File: src/rtl/instruction_fetch.sv
// instruction_fetch: PC owner and 2-entry instruction buffer feeding decode
module instruction_fetch #(
  parameter logic [7:0] RESET_PC    = 8'h00,
  parameter logic [7:0] HALT_OPCODE = 8'hFF
) (
  input  logic       clk,
  input  logic       reset,
  input  logic       start,
  output logic [7:0] instruction_address,
  input  logic [7:0] instruction_data,
  input  logic       branch_valid,
  input  logic [7:0] branch_target,
  output logic       instr_valid,
  input  logic       instr_ready,
  output logic [7:0] instr_out,
  output logic [7:0] instr_pc,
  output logic       halted
);
  typedef enum logic [1:0] {IDLE, RUN, HALT} state_t;
  state_t state, state_n;
  logic [7:0] pc, pc0, w0, pc1, w1;
  logic [1:0] count;
  logic pop, push;
  assign instr_valid = count != 2'd0;
  assign pop = instr_valid && instr_ready && !branch_valid;
  assign push = state == RUN && !branch_valid && (count != 2'd2 || pop);
  assign instruction_address = pc;
  assign instr_out = w0;
  assign instr_pc = pc0;
  assign halted = state == HALT;
  // Next state: branch dominates, then start from IDLE, then halt detection on push
  always_comb begin
    state_n = state;
    state_n = branch_valid ? RUN :
              (state == IDLE && start) ? RUN :
              (push && instruction_data == HALT_OPCODE) ? HALT : state;
  end
  // State register
  always_ff @(posedge clk) begin
    if (reset) state <= IDLE;
    else state <= state_n;
  end
  // PC and buffer; entry 0 is always the head, so pops shift entry 1 down
  always_ff @(posedge clk) begin
    if (reset) begin
      pc <= RESET_PC;
      count <= 2'd0;
      pc0 <= 8'h00;
      w0 <= 8'h00;
      pc1 <= 8'h00;
      w1 <= 8'h00;
    end else if (branch_valid) begin
      pc <= branch_target;
      count <= 2'd0;
    end else begin
      count <= count + {1'b0, push} - {1'b0, pop};
      if (pop) begin
        pc0 <= pc1;
        w0 <= w1;
      end
      if (push) begin
        pc <= pc + 8'd1;
        if (count == 2'd0 || (count == 2'd1 && pop)) begin
          pc0 <= pc;
          w0 <= instruction_data;
        end else begin
          pc1 <= pc;
          w1 <= instruction_data;
        end
      end
    end
  end
endmodule

File: config.mk
export PLATFORM = sky130hd
export DESIGN_NAME = instruction_fetch
export DESIGN_NICKNAME = d
export VERILOG_FILES = /design/src/rtl/instruction_fetch.sv
export SDC_FILE = /design/constraint.sdc
export NUM_CORES = 1
export LEC_CHECK = 0
export CORE_MARGIN = 3
export CORE_UTILIZATION = 32
export DETAILED_ROUTE_END_ITERATION = 6
export PLACE_DENSITY = 0.61
export SYNTH_ARGS = -nofsm -noshare
export SYNTH_HDL_FRONTEND = slang
export SYNTH_SLANG_ARGS = --single-unit
File: constraint.sdc
create_clock -name clk -period 3.71 [get_ports clk]
set_input_delay 0.742 -clock clk [delete_from_list [all_inputs] [get_ports clk]]
set_output_delay 0.742 -clock clk [all_outputs]
set_load 0.02 [all_outputs]
After elaboration in Yosys (flattened, before gate mapping)
Cells that the tools add are included.
Word-level totals
  output and inout bits: 26
  flip-flop bits (word level): 44
  logic and storage cells: 47
Cells by class
  eq/ne operators: 5
  reductions and logical operators: 18
  add/sub/neg operators: 3
  bitwise gates (word level): 2
  mux-type cells: 11
Operators with widths (count)
  $mux W8: 8
  $add A8 B1 Y8 const B: 1
  $eq A8 B8 Y1 const B: 1
  $logic_and A1 B1 Y1: 7
  $eq A2 B1 Y1 const B: 2
  $logic_not A2 Y1: 2
  $reduce_bool A2 Y1: 2
  $mux W1: 3
  $reduce_and A3 Y1: 1
  $reduce_bool A3 Y1: 1
  $reduce_or A3 Y1: 1
  $add A2 B1 Y2: 1
  $eq A2 B2 Y1 const B: 1
  $logic_or A1 B1 Y1: 2
  $ne A2 B2 Y1 const B: 1
  $not A1 Y1: 2
  $reduce_or A2 Y1: 1
  $sub A2 B1 Y2: 1
  $logic_not A1 Y1: 1

Logic depth before layout (Yosys ltp)
  depth in word-level cells: 9
  mapped depth: 10
  depth with buffers taken out: 9

Worst setup path before layout
No wires, ideal clock.
  path type: input port to flip-flop
  start: input branch_valid
  end: register count[1]
  required time: 3.579 ns
  path slack: 1.256 ns
  stages: 10
  data arrival time: 2.323 ns
  library setup time: 0.131 ns
  buffers on the path: 1
  cells stage by stage: or3b_4 > nor2_4 > inv_2 > buf_2 > ha_1 > inv_1 > ha_1 > xor2_1 > xnor2_1 > nor3_1
On the way
  word-level cells in the longest chain between the ends: 6
RTL lines
  start: declaration: RTL line 11  | input logic branch_valid,
  $logic_not A1 Y1: RTL line 25, 26
  $logic_and A1 B1 Y1: RTL line 25  | assign pop = instr_valid && instr_ready && !branch_valid;
  $logic_or A1 B1 Y1: RTL line 26  | assign push = state == RUN && !branch_valid && (count != 2'd2 || pop);
  $logic_and A1 B1 Y1: RTL line 26
  $add A2 B1 Y2: RTL line 56  | count <= count + {1'b0, push} - {1'b0, pop};
  $sub A2 B1 Y2: RTL line 56
  end signal: assignment: RTL line 56
  end: declaration: RTL line 22  | logic [1:0] count;
Parallel ways exist; a longest one is shown, timed or not.
A chain may end at the register's enable or synchronous reset.

Worst setup path in the final report
  start: input instr_ready
  end: register count[1]
On the way
  word-level cells in the longest chain between the ends: 6
RTL lines
  start: declaration: RTL line 14  | input logic instr_ready,
  $logic_and A1 B1 Y1 (*) (2 in series): RTL line 25
  $logic_or A1 B1 Y1: RTL line 26
  $logic_and A1 B1 Y1: RTL line 26
  $add A2 B1 Y2: RTL line 56
  $sub A2 B1 Y2 (*): RTL line 56
Every way passes the cells marked *; elsewhere a longest branch is shown, timed or not.

==> run_summary.xml <==
<?xml version="1.0" encoding="UTF-8"?>
<metrics>
  <group name="die">
    <metric name="placement_rows" unit="">28</metric>
    <metric name="floorplan.die.height" unit="um">85.0</metric>
    <metric name="die_area" unit="sq mm">0.00722</metric>
    <metric name="floorplan.initialDensity" unit="%">33.3</metric>
    <metric name="top_level_port_count" unit="">47</metric>
    <metric name="dieWidth" unit="um">85.0</metric>
    <metric name="design.core.area" unit="sq mm">0.00599</metric>
  </group>
  <group name="clock_tree">
    <metric name="cts.root.buffer_cell" unit="">sky130_fd_sc_hd__clkbuf_8</metric>
    <metric name="clock_tree_from_tritoncts" unit="">yes</metric>
    <metric name="cts.repair.resized" unit="">0</metric>
    <metric name="cts_setup_buffers" unit="">0</metric>
    <metric name="numClockSinks" unit="">44</metric>
    <metric name="htree_num_levels" unit="">2</metric>
    <metric name="cts_hold_buffers" unit="">0</metric>
    <metric name="clkLatencyLatePin" unit="ns">0.29</metric>
    <metric name="cts_inserted_buffers" unit="">5</metric>
    <metric name="clock_path_buffers" unit="">2</metric>
    <metric name="cts.clk_slew.worst_paths" unit="ns">0.08</metric>
  </group>
  <group name="routing">
    <metric name="dr_total_vias" unit="">1854</metric>
    <metric name="drcViolationCount" unit="">0</metric>
    <metric name="vias_per_cell" unit="">5.33</metric>
    <metric name="detailedRoute.firstPassIterationCount" unit="">4</metric>
    <metric name="final_wirelength" unit="mm">5.41</metric>
    <metric name="avgRoutedWirePerCell" unit="um">15.5</metric>
    <metric name="drt_iter0_drc" unit="">89</metric>
    <metric name="postRouteAntennaNets" unit="">0</metric>
  </group>
  <group name="layout">
    <metric name="diodes" unit="">0</metric>
    <metric name="area.sequential" unit="sq um">881</metric>
    <metric name="layout.filler_cells" unit="">594</metric>
    <metric name="multiInputGateArea" unit="sq mm">0.00102</metric>
    <metric name="areaGrowthSynthToFinish" unit="%">30.1</metric>
    <metric name="design.final.nets" unit="">297</metric>
    <metric name="layout-drive-gt1-share" unit="%">6.96</metric>
  </group>
  <group name="logic_synthesis">
    <metric name="synth_nets" unit="">256</metric>
    <metric name="synthDistinctLibCells" unit="">39</metric>
    <metric name="synth_seq_cells" unit="">44</metric>
    <metric name="synth_cells" unit="">232</metric>
    <metric name="seq_area_frac_synth" unit="%">44.1</metric>
    <metric name="netlist.area_leader.share" unit="%">44.1</metric>
    <metric name="yosys_most_used_dff" unit="">sky130_fd_sc_hd__dfxtp_1</metric>
    <metric name="synthesis.area" unit="sq mm">0.00200</metric>
    <metric name="synth_most_common_cell" unit="">sky130_fd_sc_hd__dfxtp_1</metric>
    <metric name="synth_area_per_cell" unit="sq um">8.61</metric>
    <metric name="ys_async_sr_fraction" unit="%">0</metric>
    <metric name="synth_enable_flop_cells" unit="">0</metric>
    <metric name="synth_top_area_cells" unit="">sky130_fd_sc_hd__dfxtp_1, sky130_fd_sc_hd__mux2i_1, sky130_fd_sc_hd__a21oi_1</metric>
    <metric name="synthDominantAreaCellType" unit="">sky130_fd_sc_hd__dfxtp_1</metric>
    <metric name="yosys_warnings" unit="">0</metric>
    <metric name="most_frequent_cells_after_synthesis" unit="">sky130_fd_sc_hd__dfxtp_1, sky130_fd_sc_hd__a21oi_1, sky130_fd_sc_hd__nand3_1, sky130_fd_sc_hd__nor2_1, sky130_fd_sc_hd__o21ai_0</metric>
  </group>
  <group name="global_route">
    <metric name="met1_usage" unit="%">21.3</metric>
    <metric name="antenna_violations_before_repair" unit="">0</metric>
    <metric name="vias_in_the_first_global_route" unit="">1797</metric>
    <metric name="wire_length_of_the_first_global_routing_pass" unit="mm">8.94</metric>
    <metric name="pin_count_of_the_biggest_net_entering_global_routing" unit="">43</metric>
    <metric name="groute.layer.met2.usage" unit="%">23.2</metric>
    <metric name="global_route.usage.met3" unit="%">5.05</metric>
    <metric name="grt_use_total" unit="%">15.5</metric>
    <metric name="grt-ovfl-total" unit="">0</metric>
    <metric name="most_crowded_layer_gr" unit="">met2</metric>
  </group>
  <group name="placement">
    <metric name="io_buffer_count" unit="">46</metric>
    <metric name="post-dp-hpwl" unit="mm">3.52</metric>
    <metric name="gp_congestion" unit="">0.784</metric>
  </group>
  <group name="setup_path">
    <metric name="setup.worst_path.end_class" unit="">flop</metric>
    <metric name="worst-setup-path-type" unit="">in2reg</metric>
    <metric name="crit_start" unit="">instr_ready</metric>
    <metric name="rr_startpoint" unit="">count[1]</metric>
    <metric name="cp.arrival" unit="ns">2.99</metric>
    <metric name="timing.critical_path.required" unit="ns">3.88</metric>
    <metric name="critical_path.startpoint_type" unit="">input port</metric>
    <metric name="critical_path_peak_fanout" unit="">23</metric>
  </group>
  <group name="sta">
    <metric name="report.final.hold_viol_count" unit="">0</metric>
    <metric name="worst_slew_slack_as_a_fraction_of_its_limit" unit="%">35.2</metric>
    <metric name="fin_tns_setup" unit="ns">0</metric>
    <metric name="minimum_clock_period_after_layout" unit="ns">2.81</metric>
    <metric name="max_freq" unit="MHz">356</metric>
    <metric name="report.final.slew_viol_count" unit="">0</metric>
    <metric name="setup_repair_after_global_routing_missed_its_margin" unit="">no</metric>
    <metric name="worst_clock_skew" unit="ns">0.00526</metric>
    <metric name="worst-slew-pin-transition" unit="ns">0.973</metric>
    <metric name="timing.final.setup_violations" unit="">0</metric>
    <metric name="final.period_utilization" unit="%">75.8</metric>
  </group>
  <group name="power">
    <metric name="vdd_drop_max" unit="mV">0.170</metric>
    <metric name="power_density" unit="mW/mm^2">371</metric>
    <metric name="power.leakage" unit="nW">0.877</metric>
    <metric name="p_total" unit="uW">965</metric>
  </group>
  <group name="run_status">
    <metric name="status" unit="">complete, no violations</metric>
  </group>
  <group name="worst_hold_path">
    <metric name="hold_path_class" unit="">reg2reg</metric>
    <metric name="hold_start" unit="">pc1[5]</metric>
  </group>
  <group name="flow_run">
    <metric name="maxCapViolCount" unit="">0</metric>
  </group>
</metrics>
==> placed cells by master, fill, tap and decap left out, types with 2 or more instances in the layout <==
cell type                         instances
sky130_fd_sc_hd__clkdlybuf4s50_1         46
sky130_fd_sc_hd__inv_1                    6
sky130_fd_sc_hd__o21ai_0                 18
sky130_fd_sc_hd__nor4_1                   2
sky130_fd_sc_hd__clkbuf_8                 5
sky130_fd_sc_hd__o22ai_1                  2
sky130_fd_sc_hd__nand3_1                 18
sky130_fd_sc_hd__a31oi_1                  2
sky130_fd_sc_hd__a21oi_1                 28
sky130_fd_sc_hd__nand2_1                  9
sky130_fd_sc_hd__or2_2                    2
sky130_fd_sc_hd__nor2_1                  18
sky130_fd_sc_hd__mux2i_1                 17
sky130_fd_sc_hd__nand4_1                  2
sky130_fd_sc_hd__nor2b_1                  2
sky130_fd_sc_hd__and3_1                   2
sky130_fd_sc_hd__dfxtp_1                 44
sky130_fd_sc_hd__a211oi_1                16
sky130_fd_sc_hd__buf_4                    5
sky130_fd_sc_hd__ha_1                     3
sky130_fd_sc_hd__nor3b_1                  2
sky130_fd_sc_hd__nor3_1                   4
==> cell families after synthesis <==
logic type / count (synthesis) / synth area share [%]
xor+xnor: 2 / 0.877
buf+inv: 24 / 4.89
compound gates: 75 / 22.7
mux: 17 / 8.52
simple gates: 67 / 17.0
flops: 44 / 44.1
fa+ha+maj: 3 / 1.88
==> stage by stage <==
stage / instances / area (sq um) / hold WS (ns) / util [%] / setup WS [ns]
6_report: 348 / 2600 / 0.479 / 43.4 / 0.897
5_1_grt: 348 / 2600 / 0.500 / 43.4 / 0.691
4_1_cts: 348 / 2600 / 0.480 / 43.4 / 0.914
3_5_place_dp: 341 / 2520 / 0.469 / 42.1 / 0.600
3_3_place_gp: 341 / 2520 / 0.462 / 42.1 / 0.666
2_1_floorplan: 232 / 2000 / 0.454 / - / 1.26
==> path summary, 6_finish.rpt <==
path              cells past startpoint  slack, ns        to
hold / removal                        2       0.48    pc1[5]
setup reg to reg                      9       1.35  count[1]
setup / recovery                     10       0.90  count[1]
hold reg to reg                       2       0.48    pc1[5]
==> power breakdown <==
part,switching (mW),internal [mW]
Clock,0.158,0.128
Sequential,0.0187,0.492
Combinational,0.0892,0.0786
Total,0.266,0.699
==> registers in the layout, summed over array words and instances, names as in the netlist <==
name and flops:
instr_out 8, instr_pc 8, instruction_address 8, pc1 8, w1 8, count 2
state 2
==> metal layers <==
layer  share of wire [%]  routed length (um)
met5                   0                   0
met4                 1.1                  61
met3                 6.0                 324
met2                  43                2350
met1                  49                2680
==> layout make-up <==
cell class | count | area share (%)
clock inverters | 1 | 0.193
well taps | 75 | 3.61
repair buffers | 51 | 19.2
multi-input cells | 164 | 39.3
inverters | 7 | 1.01
clock buffers | 6 | 2.79
flip-flops and latches | 44 | 33.9
==> critical path: stages <==
cell	delay [ns]
sky130_fd_sc_hd__clkdlybuf4s50_1	0.46
sky130_fd_sc_hd__nor3b_1	0.56
sky130_fd_sc_hd__nor2_4	0.05
sky130_fd_sc_hd__inv_2	0.31
sky130_fd_sc_hd__ha_1	0.30
sky130_fd_sc_hd__inv_1	0.05
sky130_fd_sc_hd__ha_1	0.14
sky130_fd_sc_hd__xor2_1	0.17
sky130_fd_sc_hd__xnor2_1	0.13
sky130_fd_sc_hd__nor3_1	0.05
(Power assumes the default switching activity.)
